===== src/rtl/key_state_tracker_if.sv =====
// Scan-byte strobe in, resolved player-control levels and pulses out.
interface key_state_tracker_if;
  logic       scan_valid;
  logic [7:0] scan_code;
  logic [3:0] dir_code;
  logic       fire;
  logic       jump;
  logic       fire_pulse;
  logic       jump_pulse;
  logic [2:0] held_count;

  modport master (
    output scan_valid, scan_code,
    input  dir_code, fire, jump, fire_pulse, jump_pulse, held_count
  );

  modport slave (
    input  scan_valid, scan_code,
    output dir_code, fire, jump, fire_pulse, jump_pulse, held_count
  );
endinterface


===== src/rtl/key_state_tracker.sv =====
// PS/2 make/break/extended parser holding six tracked keys; outputs registered, 2 cycles after the strobe.
// Accepts a byte every cycle (no backpressure); KEY_TIMEOUT_EN adds an idle timeout that releases all keys.
module key_state_tracker #(
  parameter bit ARROW_EN       = 1'b1,
  parameter int TIMEOUT_CYCLES = 60_000_000
) (
  input logic             Clk,
  input logic             Reset,
  key_state_tracker_if.slave kbd
);

  localparam int KW = 0;
  localparam int KA = 1;
  localparam int KS = 2;
  localparam int KD = 3;
  localparam int KJ = 4;
  localparam int KK = 5;

  typedef enum logic [1:0] {IDLE, BRK, EXT, EXT_BRK} parseState_e;

  parseState_e stateQ, stateD;
  logic [5:0]  baseKey, arrowKey;
  logic [5:0]  setMask, clrMask;
  logic [5:0]  heldQ;
  logic        lastV, lastH;
  logic        freshJ, freshK;
  logic        timeoutHit;

  logic        vUp, vDown, hLeft, hRight;
  logic [3:0]  dirNext;
  logic [2:0]  popCount;

  logic [3:0]  dirQ;
  logic        fireQ, jumpQ, firePulseQ, jumpPulseQ;
  logic [2:0]  heldCountQ;

  // Key decode for plain and E0-prefixed codes
  always_comb begin
    baseKey = '0;
    case (kbd.scan_code)
      8'h1D:   baseKey[KW] = 1'b1;
      8'h1C:   baseKey[KA] = 1'b1;
      8'h1B:   baseKey[KS] = 1'b1;
      8'h23:   baseKey[KD] = 1'b1;
      8'h3B:   baseKey[KJ] = 1'b1;
      8'h42:   baseKey[KK] = 1'b1;
      default: baseKey = '0;
    endcase
    arrowKey = '0;
    if (ARROW_EN) begin
      case (kbd.scan_code)
        8'h75:   arrowKey[KW] = 1'b1;
        8'h6B:   arrowKey[KA] = 1'b1;
        8'h72:   arrowKey[KS] = 1'b1;
        8'h74:   arrowKey[KD] = 1'b1;
        default: arrowKey = '0;
      endcase
    end
  end

  always_ff @(posedge Clk or posedge Reset) begin
    if (Reset) stateQ <= IDLE;
    else       stateQ <= stateD;
  end

  always_comb begin
    stateD = stateQ;
    if (timeoutHit) begin
      stateD = IDLE;
    end else if (kbd.scan_valid) begin
      case (stateQ)
        IDLE: begin
          if (kbd.scan_code == 8'hF0)      stateD = BRK;
          else if (kbd.scan_code == 8'hE0) stateD = EXT;
        end
        BRK: begin
          if (kbd.scan_code != 8'hF0) stateD = IDLE;
        end
        EXT: begin
          if (kbd.scan_code == 8'hF0)      stateD = EXT_BRK;
          else if (kbd.scan_code != 8'hE0) stateD = IDLE;
        end
        default: stateD = IDLE;
      endcase
    end
  end

  // Prefix bytes never decode as keys, so masks need no extra byte qualification
  always_comb begin
    setMask = '0;
    clrMask = '0;
    if (kbd.scan_valid) begin
      case (stateQ)
        IDLE:    setMask = baseKey;
        BRK:     clrMask = baseKey;
        EXT:     setMask = arrowKey;
        default: clrMask = arrowKey;
      endcase
    end
  end

  always_ff @(posedge Clk or posedge Reset) begin
    if (Reset) begin
      heldQ  <= '0;
      lastV  <= 1'b0;
      lastH  <= 1'b0;
      freshJ <= 1'b0;
      freshK <= 1'b0;
    end else begin
      freshJ <= setMask[KJ] & ~heldQ[KJ];
      freshK <= setMask[KK] & ~heldQ[KK];
      if (timeoutHit) begin
        heldQ <= '0;
        lastV <= 1'b0;
        lastH <= 1'b0;
      end else begin
        heldQ <= (heldQ | setMask) & ~clrMask;
        // lastV/lastH: 0 means W/A was the latest make, 1 means S/D
        if (setMask[KW]) lastV <= 1'b0;
        if (setMask[KS]) lastV <= 1'b1;
        if (setMask[KA]) lastH <= 1'b0;
        if (setMask[KD]) lastH <= 1'b1;
      end
    end
  end

`ifdef KEY_TIMEOUT_EN
  localparam int CntW = $clog2(TIMEOUT_CYCLES + 1);
  logic [CntW-1:0] idleCnt;

  assign timeoutHit = !kbd.scan_valid && (heldQ != '0) &&
                      (idleCnt == CntW'(TIMEOUT_CYCLES - 1));

  always_ff @(posedge Clk or posedge Reset) begin
    if (Reset)                                              idleCnt <= '0;
    else if (kbd.scan_valid || heldQ == '0 || timeoutHit)   idleCnt <= '0;
    else                                                    idleCnt <= idleCnt + 1'b1;
  end
`else
  assign timeoutHit = 1'b0;
`endif

  always_comb begin
    vUp    = heldQ[KW] & (~heldQ[KS] | ~lastV);
    vDown  = heldQ[KS] & (~heldQ[KW] |  lastV);
    hLeft  = heldQ[KA] & (~heldQ[KD] | ~lastH);
    hRight = heldQ[KD] & (~heldQ[KA] |  lastH);
    if (vUp)        dirNext = hLeft ? 4'd5 : (hRight ? 4'd6 : 4'd1);
    else if (vDown) dirNext = hLeft ? 4'd7 : (hRight ? 4'd8 : 4'd3);
    else            dirNext = hLeft ? 4'd2 : (hRight ? 4'd4 : 4'd0);
    popCount = '0;
    for (int i = 0; i < 6; i++) popCount = popCount + 3'(heldQ[i]);
  end

  always_ff @(posedge Clk or posedge Reset) begin
    if (Reset) begin
      dirQ       <= '0;
      fireQ      <= 1'b0;
      jumpQ      <= 1'b0;
      firePulseQ <= 1'b0;
      jumpPulseQ <= 1'b0;
      heldCountQ <= '0;
    end else begin
      dirQ       <= dirNext;
      fireQ      <= heldQ[KJ];
      jumpQ      <= heldQ[KK];
      firePulseQ <= freshJ;
      jumpPulseQ <= freshK;
      heldCountQ <= popCount;
    end
  end

  assign kbd.dir_code   = dirQ;
  assign kbd.fire       = fireQ;
  assign kbd.jump       = jumpQ;
  assign kbd.fire_pulse = firePulseQ;
  assign kbd.jump_pulse = jumpPulseQ;
  assign kbd.held_count = heldCountQ;

endmodule

===== src/flat_wrapper.sv =====
// flat-port wrapper written by rule: the top's interface ports become plain ports
module key_state_tracker_flat 
#(
  parameter bit ARROW_EN       = 1'b1,
  parameter int TIMEOUT_CYCLES = 60_000_000
)
  (Clk, Reset, kbd_scan_valid, kbd_scan_code, kbd_dir_code, kbd_fire, kbd_jump, kbd_fire_pulse, kbd_jump_pulse, kbd_held_count);
  key_state_tracker_if kbd_i ();
  input logic Clk;
  input logic Reset;
  input wire logic [$bits(kbd_i.scan_valid)-1:0] kbd_scan_valid;
  input wire logic [$bits(kbd_i.scan_code)-1:0] kbd_scan_code;
  output wire logic [$bits(kbd_i.dir_code)-1:0] kbd_dir_code;
  output wire logic [$bits(kbd_i.fire)-1:0] kbd_fire;
  output wire logic [$bits(kbd_i.jump)-1:0] kbd_jump;
  output wire logic [$bits(kbd_i.fire_pulse)-1:0] kbd_fire_pulse;
  output wire logic [$bits(kbd_i.jump_pulse)-1:0] kbd_jump_pulse;
  output wire logic [$bits(kbd_i.held_count)-1:0] kbd_held_count;
  assign kbd_i.scan_valid = kbd_scan_valid;
  assign kbd_i.scan_code = kbd_scan_code;
  assign kbd_dir_code = kbd_i.dir_code;
  assign kbd_fire = kbd_i.fire;
  assign kbd_jump = kbd_i.jump;
  assign kbd_fire_pulse = kbd_i.fire_pulse;
  assign kbd_jump_pulse = kbd_i.jump_pulse;
  assign kbd_held_count = kbd_i.held_count;
  key_state_tracker #(.ARROW_EN(ARROW_EN), .TIMEOUT_CYCLES(TIMEOUT_CYCLES)) u_core (.Clk(Clk), .Reset(Reset), .kbd(kbd_i));
endmodule

===== config.mk =====
export PLATFORM = sky130hd
export DESIGN_NAME = key_state_tracker_flat
export DESIGN_NICKNAME = d
export VERILOG_FILES = /design/src/rtl/key_state_tracker_if.sv /design/src/rtl/key_state_tracker.sv /design/src/flat_wrapper.sv
export SDC_FILE = /design/constraint.sdc
export NUM_CORES = 1
export LEC_CHECK = 0
export BUFFER_PORTS_ARGS = -buffer_cell sky130_fd_sc_hd__buf_2
export CORE_MARGIN = 2
export CORE_UTILIZATION = 47
export CTS_CLUSTER_DIAMETER = 40
export DETAILED_ROUTE_END_ITERATION = 8
export PLACE_DENSITY = 0.73
export SLEW_MARGIN = 30
export SYNTH_ARGS = -nofsm -noshare
export SYNTH_HDL_FRONTEND = slang
export SYNTH_SLANG_ARGS = --single-unit

===== constraint.sdc =====
create_clock -name Clk -period 2.2 [get_ports Clk]
set_input_delay 0.66 -clock Clk [delete_from_list [all_inputs] [get_ports Clk]]
set_output_delay 0.66 -clock Clk [all_outputs]
set_load 0.02 [all_outputs]

==> results by group <==
Hold path
  – Hold crit path type: in2async

Setup path
  – Worst R2R End: u_core.kbd.held_count[1]
  – Reg2reg setup slack: 0.09 ns
  – Worst path slowest cell: fa_1
  – CP required: 2.40 ns
  – Worst Setup End Kind: flop
  – Crit Path Max Fanout: 2
  – FF-to-FF path depth: 6
  – Slowest stage delay, CP: 0.47 ns
  – WS Path Type: reg2reg
  – Critical R2R Launch: u_core.heldQ[1]
  – Crit-path cells: ha_1 -> inv_1 -> fa_1 -> inv_1 -> fa_2 -> fa_1
  – Worst EP arrival: around 2.3 ns
  – Critical Path Source Type: flop

Final layout
  – Layout area overhead: 18.48%
  – ANT cells: 0
  – Post-Layout Cell Count: around 150
  – Share of layout cells above drive strength 1: 0.2857
  – Fin nets: 142
  – Layout fillers: 185

CTS
  – Total CTS buffers: 3
  – Clk slew on worst S/H paths: ~0.12 ns
  – Clk Latency, worst-skew pair: 0.31 ns
  – CTS Buffer Depth: 2
  – Num Clock Sinks: 23
  – H-tree depth: 1
  – CTS tree: done
  – Clock Tree Root: clkbuf_4

Yosys
  – Post-synth ARST share: 1.000
  – Simple-Gate Fraction of Synth Area: 0.2143
  – Synth warn: 0
  – Post-synth top flop: dfrtp_1
  – Post-synth EDFFs: 0
  – Post-synthesis cell count: a little under 100
  – Synth cell types: 39
  – Syn avg cell area: around 11 um2
  – Post-Synth XOR/XNOR Area: 0
  – Post-Synth Adder-Cell Area: 0.06576
  – Complex-gate fraction of the synthesized area: 0.1134
  – Area share of the largest cell type after synthesis: 0.5215
  – Mux cell area share after synthesis: 0.04082
  – Seq/Total Area, Yosys: 0.5215
  – FF+latch count, synth: 23
  – Area contributors post-synth: dfrtp_1 52%, fa_1 5.4%, inv_1 4.1%
  – Synth area leader: dfrtp_1
  – Mapped Nets: 112
  – Largest family of logic cells by synthesized area: simple AND/OR/NAND/NOR gates
  – Synthesized cell area: 1104 um2

Die
  – Starting Density: 0.4989
  – DIE AREA: 2752 um2
  – Core area: ~2200 um2
  – Die W: between 50 and 60 um
  – Row cnt: 17
  – Boundary Pins: 22
  – Chip Height: 52.46 um

Route
  – Wire per inst: 13.48 um
  – Final WL: 2076 um
  – First-iteration detailed-routing DRC count: 5
  – Routed Antenna Nets: 0
  – 1st-pass router iterations: 4
  – Avg Vias per Cell: 5.539
  – Via count: roughly 850
  – DRC violations left: 0

Placed design
  – Hpwl dp: 1632 um
  – Placed cell count: 149
  – Final Wtd Congestion: between 0.7 and 0.8
  – Port bufs: 21

Power
  – Pwr Density: 612.6 nW/um2
  – Switching share of power: 0.2775
  – Static leakage: 0.6368 nW
  – P_sw: 0.2223 mW
  – Internal cell power: 0.5787 mW
  – Combinational power share: 0.182
  – Peak VDD IR: 0.3306 mV
  – Clk pwr share: 0.237
  – Flop pwr share: 0.581

STA
  – Setup Skew: 0.004307 ns
  – Unrepaired setup endpoints after global routing: no
  – FMAX: 474.5 MHz
  – Slew Limit Fails: 0
  – Relative slew slack: 0.7975
  – Min Tclk post-route: 2.108 ns
  – Slew at the pin closest to its max-slew limit: 0.2997 ns
  – Final hold vios: 0
  – Setup tns final: 0 ns
  – Period Utilization, post-route: 0.9580
  – Final setup vio count: 0

GRT
  – Pin count of the biggest net entering global routing: 17
  – Global-route wire length before repair: about 3600 um
  – Vias in the first global route: between 800 and 900
  – GRT Util Overall: 0.1847
  – Initial antenna violation count: 0
  – Global route overflow: 0

Run
  – Max-cap viol count: 0

Status
  – Status: finished clean
## critical path, delay by kind of cell, from the launching register on
kind	cells	cell delay (ns)
DFF	1	0.40
buffers and inverters	2	0.09
adders and majority gates	4	1.50
## metal layers
metal	share of wire	routed length, um	global-route usage	up-vias
met5	0	0	0	-
met4	0.021	44	0.1239	0
met3	0.044	92	0.02857	4
met2	0.53	1098	0.3354	25
met1	0.41	841	0.1926	410
li1	-	-	-	414
## stage by stage
stage	cell area [um2]	total power, mW	util	setup WS (ns)	hold WS [ns]
after global routing	1308	0.8497	0.5911	0.02438	0.2717
after detailed placement	1270	0.6195	0.5741	0.03997	0.3356
final	1308	0.8010	0.5911	0.09249	0.2594
after floorplan	1104	0.5553	-	0.06454	0.3312
after CTS	1297	0.8149	0.5865	0.02251	0.2475
after global placement	1270	0.6103	0.5741	0.1039	0.3313
## how the worst max path moves through the flow
stage | startpoint | end | depth (start not counted)
floorplan | u_core.heldQ[0] | u_core.kbd.held_count[1] | 6
global placement | u_core.heldQ[0] | u_core.kbd.held_count[1] | 6
detailed placement | u_core.heldQ[1] | u_core.kbd.held_count[1] | 6
CTS | u_core.heldQ[1] | u_core.kbd.held_count[1] | 6
global route | u_core.heldQ[1] | u_core.kbd.held_count[1] | 6
finish | u_core.heldQ[1] | u_core.kbd.held_count[1] | 6
## synth_stat cells (2+ instances only)
library cell  instances
a22o_1                2
mux2i_1               3
fa_1                  3
o21ai_0               2
inv_1                12
a21oi_1               2
dfrtp_1              23
or4_1                 2
nand4b_1              2
nor2_1                6
nand3_1               4
nand2_1               6
nand2b_1              2
and3_1                2
nor3_1                2
## cell usage in the layout (no fill, tap or decap), types with 2 or more instances in the layout
master,count
buf_4,5
nand2_1,6
o21ai_0,2
nor2_1,6
or4_1,2
and3_1,2
inv_1,12
nand4b_1,2
buf_2,21
a21oi_1,2
nand2b_1,2
a22o_1,2
dfrtp_1,23
fa_1,2
clkbuf_4,3
nor3_1,2
nand3_1,4
mux2i_1,3
## repair_timing
item	in CTS	in global routing
hold buffers	0	0
endpoints found under the setup margin	0	1
setup buffers	0	1
resized for setup	0	1
## final cells by class
type	instances	area [um2]	share of cell area
Multi-Input combinational cell	61	481.7	0.3684
Sequential cell	23	575.6	0.4402
Clock buffer	3	22.52	0.01722
Inverter	12	45.04	0.03445
Clock inverter	1	5.005	0.003828
Tap cell	28	35.03	0.02679
Timing Repair Buffer	26	142.6	0.1091
## power by group through the flow
stage	combinational, mW	sequential, mW	clock (mW)
CTS	0.145	0.466	0.204
global route	0.166	0.469	0.215
detailed placement	0.145	0.474	0
global placement	0.138	0.473	0
finish	0.146	0.465	0.190
floorplan	0.0528	0.503	0
## registers in the layout (all words and copies together), names as in the netlist
signal,count
u_core.freshJ,1
u_core.freshK,1
u_core.heldQ,6
u_core.kbd.dir_code,4
u_core.kbd.fire,1
u_core.kbd.fire_pulse,1
u_core.kbd.held_count,3
u_core.kbd.jump,1
u_core.kbd.jump_pulse,1
u_core.lastH,1
u_core.lastV,1
u_core.stateQ,2
## logic make-up (layout without fill, tap and decap cells)
group,after synthesis,in the layout
and+or+nand+nor,37,37
DFF,23,23
AOI/OAI and AO/OA,16,16
buffers and inverters,13,42
adders and majority gates,4,4
muxes,4,4
(Power assumes the default switching activity.)
